$ cat config.mk
export PLATFORM = sky130hd
export DESIGN_NAME = pin_driver
export DESIGN_NICKNAME = d
export VERILOG_FILES = /design/src/rtl/pin_driver_pkg.sv /design/src/rtl/pin_driver_tick.sv /design/src/rtl/pin_driver.sv
export SDC_FILE = /design/constraint.sdc
export NUM_CORES = 1
export LEC_CHECK = 0
export ABC_AREA = 1
export BUFFER_PORTS_ARGS = -buffer_cell sky130_fd_sc_hd__buf_2
export CORE_MARGIN = 2
export CORE_UTILIZATION = 50
export CTS_CLUSTER_SIZE = 20
export DETAILED_ROUTE_END_ITERATION = 8
export GPL_ROUTABILITY_DRIVEN = 0
export HOLD_SLACK_MARGIN = 0.03
export PLACE_DENSITY = 0.71
export SLEW_MARGIN = 20
export SYNTH_ARGS = -nofsm -noshare
export SYNTH_HDL_FRONTEND = slang
export SYNTH_SLANG_ARGS = --single-unit
$ cat constraint.sdc
create_clock -name clk -period 3.1 [get_ports clk]
set_input_delay 0.31 -clock clk [delete_from_list [all_inputs] [get_ports clk]]
set_output_delay 0.31 -clock clk [all_outputs]
set_load 0.01 [all_outputs]
$ cat src/rtl/pin_driver_pkg.sv
// Shared types and helpers for the GPIO pin driver and input filter.
// Holds the driver state encoding and the tick-counter width rule.
package pin_driver_pkg;

    typedef enum logic [1:0] {
        IDLE   = 2'd0,
        DRIVE  = 2'd1,
        PRECHG = 2'd2
    } pin_state_t;

    // Width of a down-counter able to hold the largest of three tick counts.
    function automatic int tick_cnt_w(input int a, input int b, input int c);
        int m;
        m = a;
        if (b > m) m = b;
        if (c > m) m = c;
        return (m < 1) ? 1 : $clog2(m + 1);
    endfunction

endpackage

$ cat src/rtl/pin_driver_tick.sv
// Loadable down-counter paced by the ena tick.
// Saturates at zero and reports a zero flag.
module tick_counter #(
    parameter int W = 1
) (
    input  logic         clk,
    input  logic         reset_n,
    input  logic         i_ena,
    input  logic         i_load,
    input  logic [W-1:0] i_load_val,
    input  logic         i_dec,
    output logic         o_zero
);

    logic [W-1:0] r_count;

    // Load has priority over decrement; both only act on ena ticks.
    always_ff @(posedge clk or negedge reset_n) begin
        if (!reset_n) begin
            r_count <= '0;
        end else if (i_ena) begin
            if (i_load) begin
                r_count <= i_load_val;
            end else if (i_dec && (r_count != '0)) begin
                r_count <= r_count - W'(1);
            end
        end
    end

    assign o_zero = (r_count == '0);

endmodule

$ cat src/rtl/pin_driver.sv
// Tri-state pin driver with minimum hold, precharge and turnaround.
// Emits one-clock strobes for every driven edge of the pin.
module pin_driver
    import pin_driver_pkg::*;
#(
    parameter int MIN_HOLD   = 2,
    parameter int PRECHARGE  = 1,
    parameter int TURNAROUND = 1
) (
    input  logic clk,
    input  logic reset_n,
    input  logic ena,
    input  logic oe_req,
    input  logic din,
    output logic pin_o,
    output logic pin_oe,
    output logic busy,
    output logic pos_edge,
    output logic neg_edge
);

    localparam int CW = tick_cnt_w(MIN_HOLD, PRECHARGE, TURNAROUND);
    localparam logic [CW-1:0] HOLD_LD = CW'(MIN_HOLD - 1);
    localparam logic [CW-1:0] PRE_LD  = CW'((PRECHARGE > 0) ? PRECHARGE - 1 : 0);
    localparam logic [CW-1:0] TA_LD   = CW'(TURNAROUND);
    localparam logic          HAS_PRE = (PRECHARGE > 0);

    pin_state_t r_state;
    pin_state_t w_state_nx;

    logic r_pin_o, r_pin_oe, r_pos, r_neg;
    logic w_pin_o_nx, w_pin_oe_nx, w_pos_nx, w_neg_nx;

    logic w_hold_zero, w_pre_zero, w_ta_zero;

    logic w_idle, w_drive, w_prechg_st;
    logic w_start, w_ta_tick;
    logic w_hold_tick, w_rel, w_prechg, w_off_drive, w_chg;
    logic w_pre_tick, w_off_pre;

    assign w_idle      = (r_state == IDLE);
    assign w_drive     = (r_state == DRIVE);
    assign w_prechg_st = (r_state == PRECHG);

    assign w_start     = ena & w_idle & w_ta_zero & oe_req;
    assign w_ta_tick   = ena & w_idle & ~w_ta_zero;
    assign w_hold_tick = ena & w_drive & ~w_hold_zero;
    assign w_rel       = ena & w_drive & w_hold_zero & ~oe_req;
    assign w_prechg    = w_rel & ~r_pin_o & HAS_PRE;
    assign w_off_drive = w_rel & ~w_prechg;
    assign w_chg       = ena & w_drive & w_hold_zero & oe_req
                       & (din != r_pin_o);
    assign w_pre_tick  = ena & w_prechg_st & ~w_pre_zero;
    assign w_off_pre   = ena & w_prechg_st & w_pre_zero;

    tick_counter #(.W(CW)) u_hold (
        .clk        (clk),
        .reset_n    (reset_n),
        .i_ena      (ena),
        .i_load     (w_start | w_chg),
        .i_load_val (HOLD_LD),
        .i_dec      (w_hold_tick),
        .o_zero     (w_hold_zero)
    );

    tick_counter #(.W(CW)) u_pre (
        .clk        (clk),
        .reset_n    (reset_n),
        .i_ena      (ena),
        .i_load     (w_prechg),
        .i_load_val (PRE_LD),
        .i_dec      (w_pre_tick),
        .o_zero     (w_pre_zero)
    );

    tick_counter #(.W(CW)) u_ta (
        .clk        (clk),
        .reset_n    (reset_n),
        .i_ena      (ena),
        .i_load     (w_off_drive | w_off_pre),
        .i_load_val (TA_LD),
        .i_dec      (w_ta_tick),
        .o_zero     (w_ta_zero)
    );

    // State register.
    always_ff @(posedge clk or negedge reset_n) begin
        if (!reset_n) r_state <= IDLE;
        else          r_state <= w_state_nx;
    end

    // Next-state selection from the mutually exclusive tick events.
    always_comb begin
        w_state_nx = r_state;
        unique case (1'b1)
            w_start:                w_state_nx = DRIVE;
            w_prechg:               w_state_nx = PRECHG;
            w_off_drive, w_off_pre: w_state_nx = IDLE;
            default:                w_state_nx = r_state;
        endcase
    end

    // Next pin level, enable and edge strobes; a release beats a level change.
    always_comb begin
        w_pin_o_nx  = r_pin_o;
        w_pin_oe_nx = r_pin_oe;
        w_pos_nx    = 1'b0;
        w_neg_nx    = 1'b0;
        unique case (1'b1)
            w_start: begin
                w_pin_oe_nx = 1'b1;
                w_pin_o_nx  = din;
                w_pos_nx    = din & ~r_pin_o;
                w_neg_nx    = ~din & r_pin_o;
            end
            w_chg: begin
                w_pin_o_nx = din;
                w_pos_nx   = din;
                w_neg_nx   = ~din;
            end
            w_prechg: begin
                w_pin_o_nx = 1'b1;
                w_pos_nx   = 1'b1;
            end
            w_off_drive, w_off_pre: begin
                w_pin_oe_nx = 1'b0;
            end
            default: begin
                w_pin_o_nx  = r_pin_o;
                w_pin_oe_nx = r_pin_oe;
            end
        endcase
    end

    // Output registers; strobes self-clear on the following clock.
    always_ff @(posedge clk or negedge reset_n) begin
        if (!reset_n) begin
            r_pin_o  <= 1'b1;
            r_pin_oe <= 1'b0;
            r_pos    <= 1'b0;
            r_neg    <= 1'b0;
        end else begin
            r_pin_o  <= w_pin_o_nx;
            r_pin_oe <= w_pin_oe_nx;
            r_pos    <= w_pos_nx;
            r_neg    <= w_neg_nx;
        end
    end

    assign pin_o    = r_pin_o;
    assign pin_oe   = r_pin_oe;
    assign pos_edge = r_pos;
    assign neg_edge = r_neg;
    assign busy     = ~w_idle | ~w_ta_zero;

endmodule

==> flow_summary.json <==
{
  "postLayoutSetupSlackWorst_ns": 1.66,
  "synth.largest_area_cell": "sky130_fd_sc_hd__dfrtp_1",
  "antenna_found_initial": 0,
  "hold_viol_final": 0,
  "detailed_place_hpwl_um": 959,
  "drt-vias-per-instance": 5.24,
  "required_time_of_the_critical_path_ns": 2.79,
  "cts_tree": "yes",
  "max-slew-margin-rel_pct": 76.9,
  "outcome": "finished, final reports clean",
  "pin_count_of_the_biggest_net_entering_global_routing": 13,
  "finalCritPeriodShare_pct": 46.3,
  "buffer_ports.inserted": 9,
  "net-switching-power_uw": 57.2,
  "syn-mean-instance-area_um2": 8.30,
  "slew_violations": 0,
  "hold_start": "din",
  "finalSetupTns_ns": 0,
  "regToRegStartpoint": "pin_o",
  "io_count": 10,
  "fin_crit_ns": 1.44,
  "tritoncts_num_sinks": 12,
  "hold_path.class": "input pin to flip-flop",
  "layout_filler_cell_count": 124,
  "syn-cell-area_um2": 722,
  "insertion_delay_ns": 0.27,
  "die_height_um": 42,
  "power_frac_comb_pct": 4.5,
  "ys.flop_type": "sky130_fd_sc_hd__dfrtp_1",
  "area.sequential_um2": 302,
  "crit_chain": "inv_1, ha_1, nand2_1, buf_2",
  "placedCellCount": 111,
  "p_seq_share_pct": 58.5,
  "wirelength_mm": 1.25,
  "number_of_flops_mapped_to_enable_cells_by_yosys": 0,
  "synth.most_common_cell": "sky130_fd_sc_hd__inv_1",
  "utilization_pct": 62.4,
  "layout-drive-gt1-share_pct": 20.8,
  "timing.critical_path.slowest_stage_cell": "sky130_fd_sc_hd__dfrtp_1",
  "vdd_drop_max_uv": 264,
  "antenna_violating_nets_post_route": 0,
  "worstHoldEndpoint": "neg_edge",
  "grt_overflow_total": 0,
  "antenna_cells_inserted": 0,
  "setup.worst_path.start_class": "flip-flop",
  "powerDensity_nw_per_um2": 325,
  "ys_ff_latch": 12,
  "grt_first_pass_wirelength_mm": 2.42,
  "hold-worst-slack_ns": 0.294,
  "power.switching_fraction_pct": 21.4,
  "first_global_vias": 596,
  "tightestPinTransition_ns": 0.344,
  "yosys-top-cells-area": "sky130_fd_sc_hd__dfrtp_1 (38%), sky130_fd_sc_hd__inv_1 (9.9%), sky130_fd_sc_hd__ha_1 (8.7%)",
  "data_arrival_time_of_the_critical_path_ns": 1.13,
  "track_usage_pct": 18.0,
  "clock_share_of_power_pct": 37.0,
  "clock-root-buffer": "sky130_fd_sc_hd__clkbuf_4",
  "internal_power_uw": 210,
  "rr_worst_depth": 5,
  "final_cells": 116,
  "syn-num-nets": 97,
  "setup_violations": 0,
  "post-route-cell-area_um2": 822,
  "worstSetupEndpointType": "output port",
  "min_delay_path_depth": 2,
  "synth.top_cell.area_share_pct": 38.1,
  "layout-area-overhead-vs-synth_pct": 13.9,
  "fp-row-count": 13,
  "ys_types": 19,
  "syn_inst": 87,
  "place_ws_ns": 1.71,
  "drt-pass1-iter-count": 4,
  "synthArstFlopShare_pct": 100,
  "synth.yosys.warnings": 0,
  "placed_cell_area_um2": 786,
  "setup.reg_to_reg.worst_slack_ns": 1.70,
  "stage_delay_of_the_slowest_cell_on_the_critical_path_ns": 0.40,
  "multi_input_gate_area_in_the_final_layout_um2": 349,
  "effective_utilization_at_floorplan_pct": 54.8,
  "timing.rr.end": "u_hold.r_count[1]",
  "cts.path.max_buffers": 2,
  "worstSetupPathDepth": 4,
  "maxClockFrequency_mhz": 696,
  "fp.dieArea_um2": 1760,
  "critical_path_buf_inv_count": 2,
  "unrepaired_setup_endpoints_after_global_routing": "no",
  "cap_viol_max_count": 0,
  "total_vias_in_the_final_route": 608,
  "postCtsSetupRepairBufs": 0,
  "timing.critical_path.max_delay_family": "flip-flops",
  "path_class": "flip-flop to output port",
  "numCtsBuffers": 3,
  "drt-initial-drc-count": 7,
  "power.static_leakage_nw": 0.435,
  "skew_ns": 0.00540,
  "clk_pin_slew_worst_paths_ns": 0.07,
  "critical_path_fanouts_max": 3,
  "drcViolationCount": 0,
  "synth_seq_area_share_pct": 41.8,
  "synthTopCellsByCount": "sky130_fd_sc_hd__inv_1 (19), sky130_fd_sc_hd__nand2_1 (16), sky130_fd_sc_hd__dfrtp_1 (11)",
  "route.detailed.wl_per_inst_um": 10.7,
  "die_boundary_width_um": 42,
  "report.power.total_uw": 267,
  "final_net_count": 112,
  "coreArea_um2": 1320,
  "cts_max_level": 1
}
layout by cell type (no fill, tap or decap), drive strengths merged:
master	instances
ha	5
nor3	1
nand4	7
dlygate4sd3	1
inv	19
a21oi	1
o21ai	2
buf	9
nor2	5
dfstp	1
nand2	19
nand3	12
o22ai	1
nand3b	2
dfrtp	11
o211ai	1
clkbuf	4
area by class of cell:
cell class	count	share of cell area, %
Multi-Input combinational cell	56	42.5
Sequential cell	12	36.7
Inverter	19	8.68
Timing Repair Buffer	10	6.70
Clock buffer	4	3.20
Tap cell	15	2.28
worst reg2reg max path, cell delays in order (launching register included):
cell                      delay (ns)
sky130_fd_sc_hd__dfstp_2        0.59
sky130_fd_sc_hd__ha_1           0.24
sky130_fd_sc_hd__nor2_1         0.16
sky130_fd_sc_hd__nand2_2        0.12
sky130_fd_sc_hd__nand3_2        0.10
sky130_fd_sc_hd__o21ai_0        0.07
worst max path at each step:
| stage | startpoint | endpoint |
|---|---|---|
| 6_report | u_ta.r_count[0] | busy |
| 4_1_cts | u_ta.r_count[0] | busy |
| 5_1_grt | r_state[1] | busy |
| 3_5_place_dp | pin_o | u_hold.r_count[1] |
| 3_3_place_gp | u_hold.r_count[0] | u_pre.r_count[1] |
| 2_1_floorplan | pin_o | u_hold.r_count[1] |
sequential cells by signal (all words and copies together), names as in the netlist:
| signal | flops |
|---|---|
| u_ta.r_count | 2 |
| neg_edge | 1 |
| u_pre.r_count | 2 |
| u_hold.r_count | 2 |
| pin_o | 1 |
| pos_edge | 1 |
| r_state | 2 |
| pin_oe | 1 |
cell families (layout without fill, tap and decap cells):
family	Yosys count	count (layout)	synth area share, %
simple gates	46	46	35.7
buf+inv	19	33	9.88
fa+ha+maj	5	5	8.67
flops	12	12	41.8
compound gates	5	5	3.99
timing repair:
action                                 in CTS  in global routing
hold buffers                                1                  0
resized for setup                           0                  0
endpoints found under the hold margin      11                  0
metal layers:
metal / GRT usage [%] / vias up / part of all wire [%]
met5: 0 / - / 0
met4: 9.68 / 0 / 1.4
met3: 2.59 / 4 / 3.9
met2: 26.6 / 10 / 47
met1: 25.4 / 280 / 47
li1: - / 314 / -
power by group through the flow:
stage	registers (mW)	clock network [mW]	logic, mW
after floorplan	0.160	0	0.00319
after global placement	0.160	0	0.0110
after detailed placement	0.160	0	0.0114
after CTS	0.156	0.103	0.0124
after global routing	0.156	0.111	0.0139
final	0.156	0.0989	0.0119
Note: power is estimated with default switching activity, not from simulation.
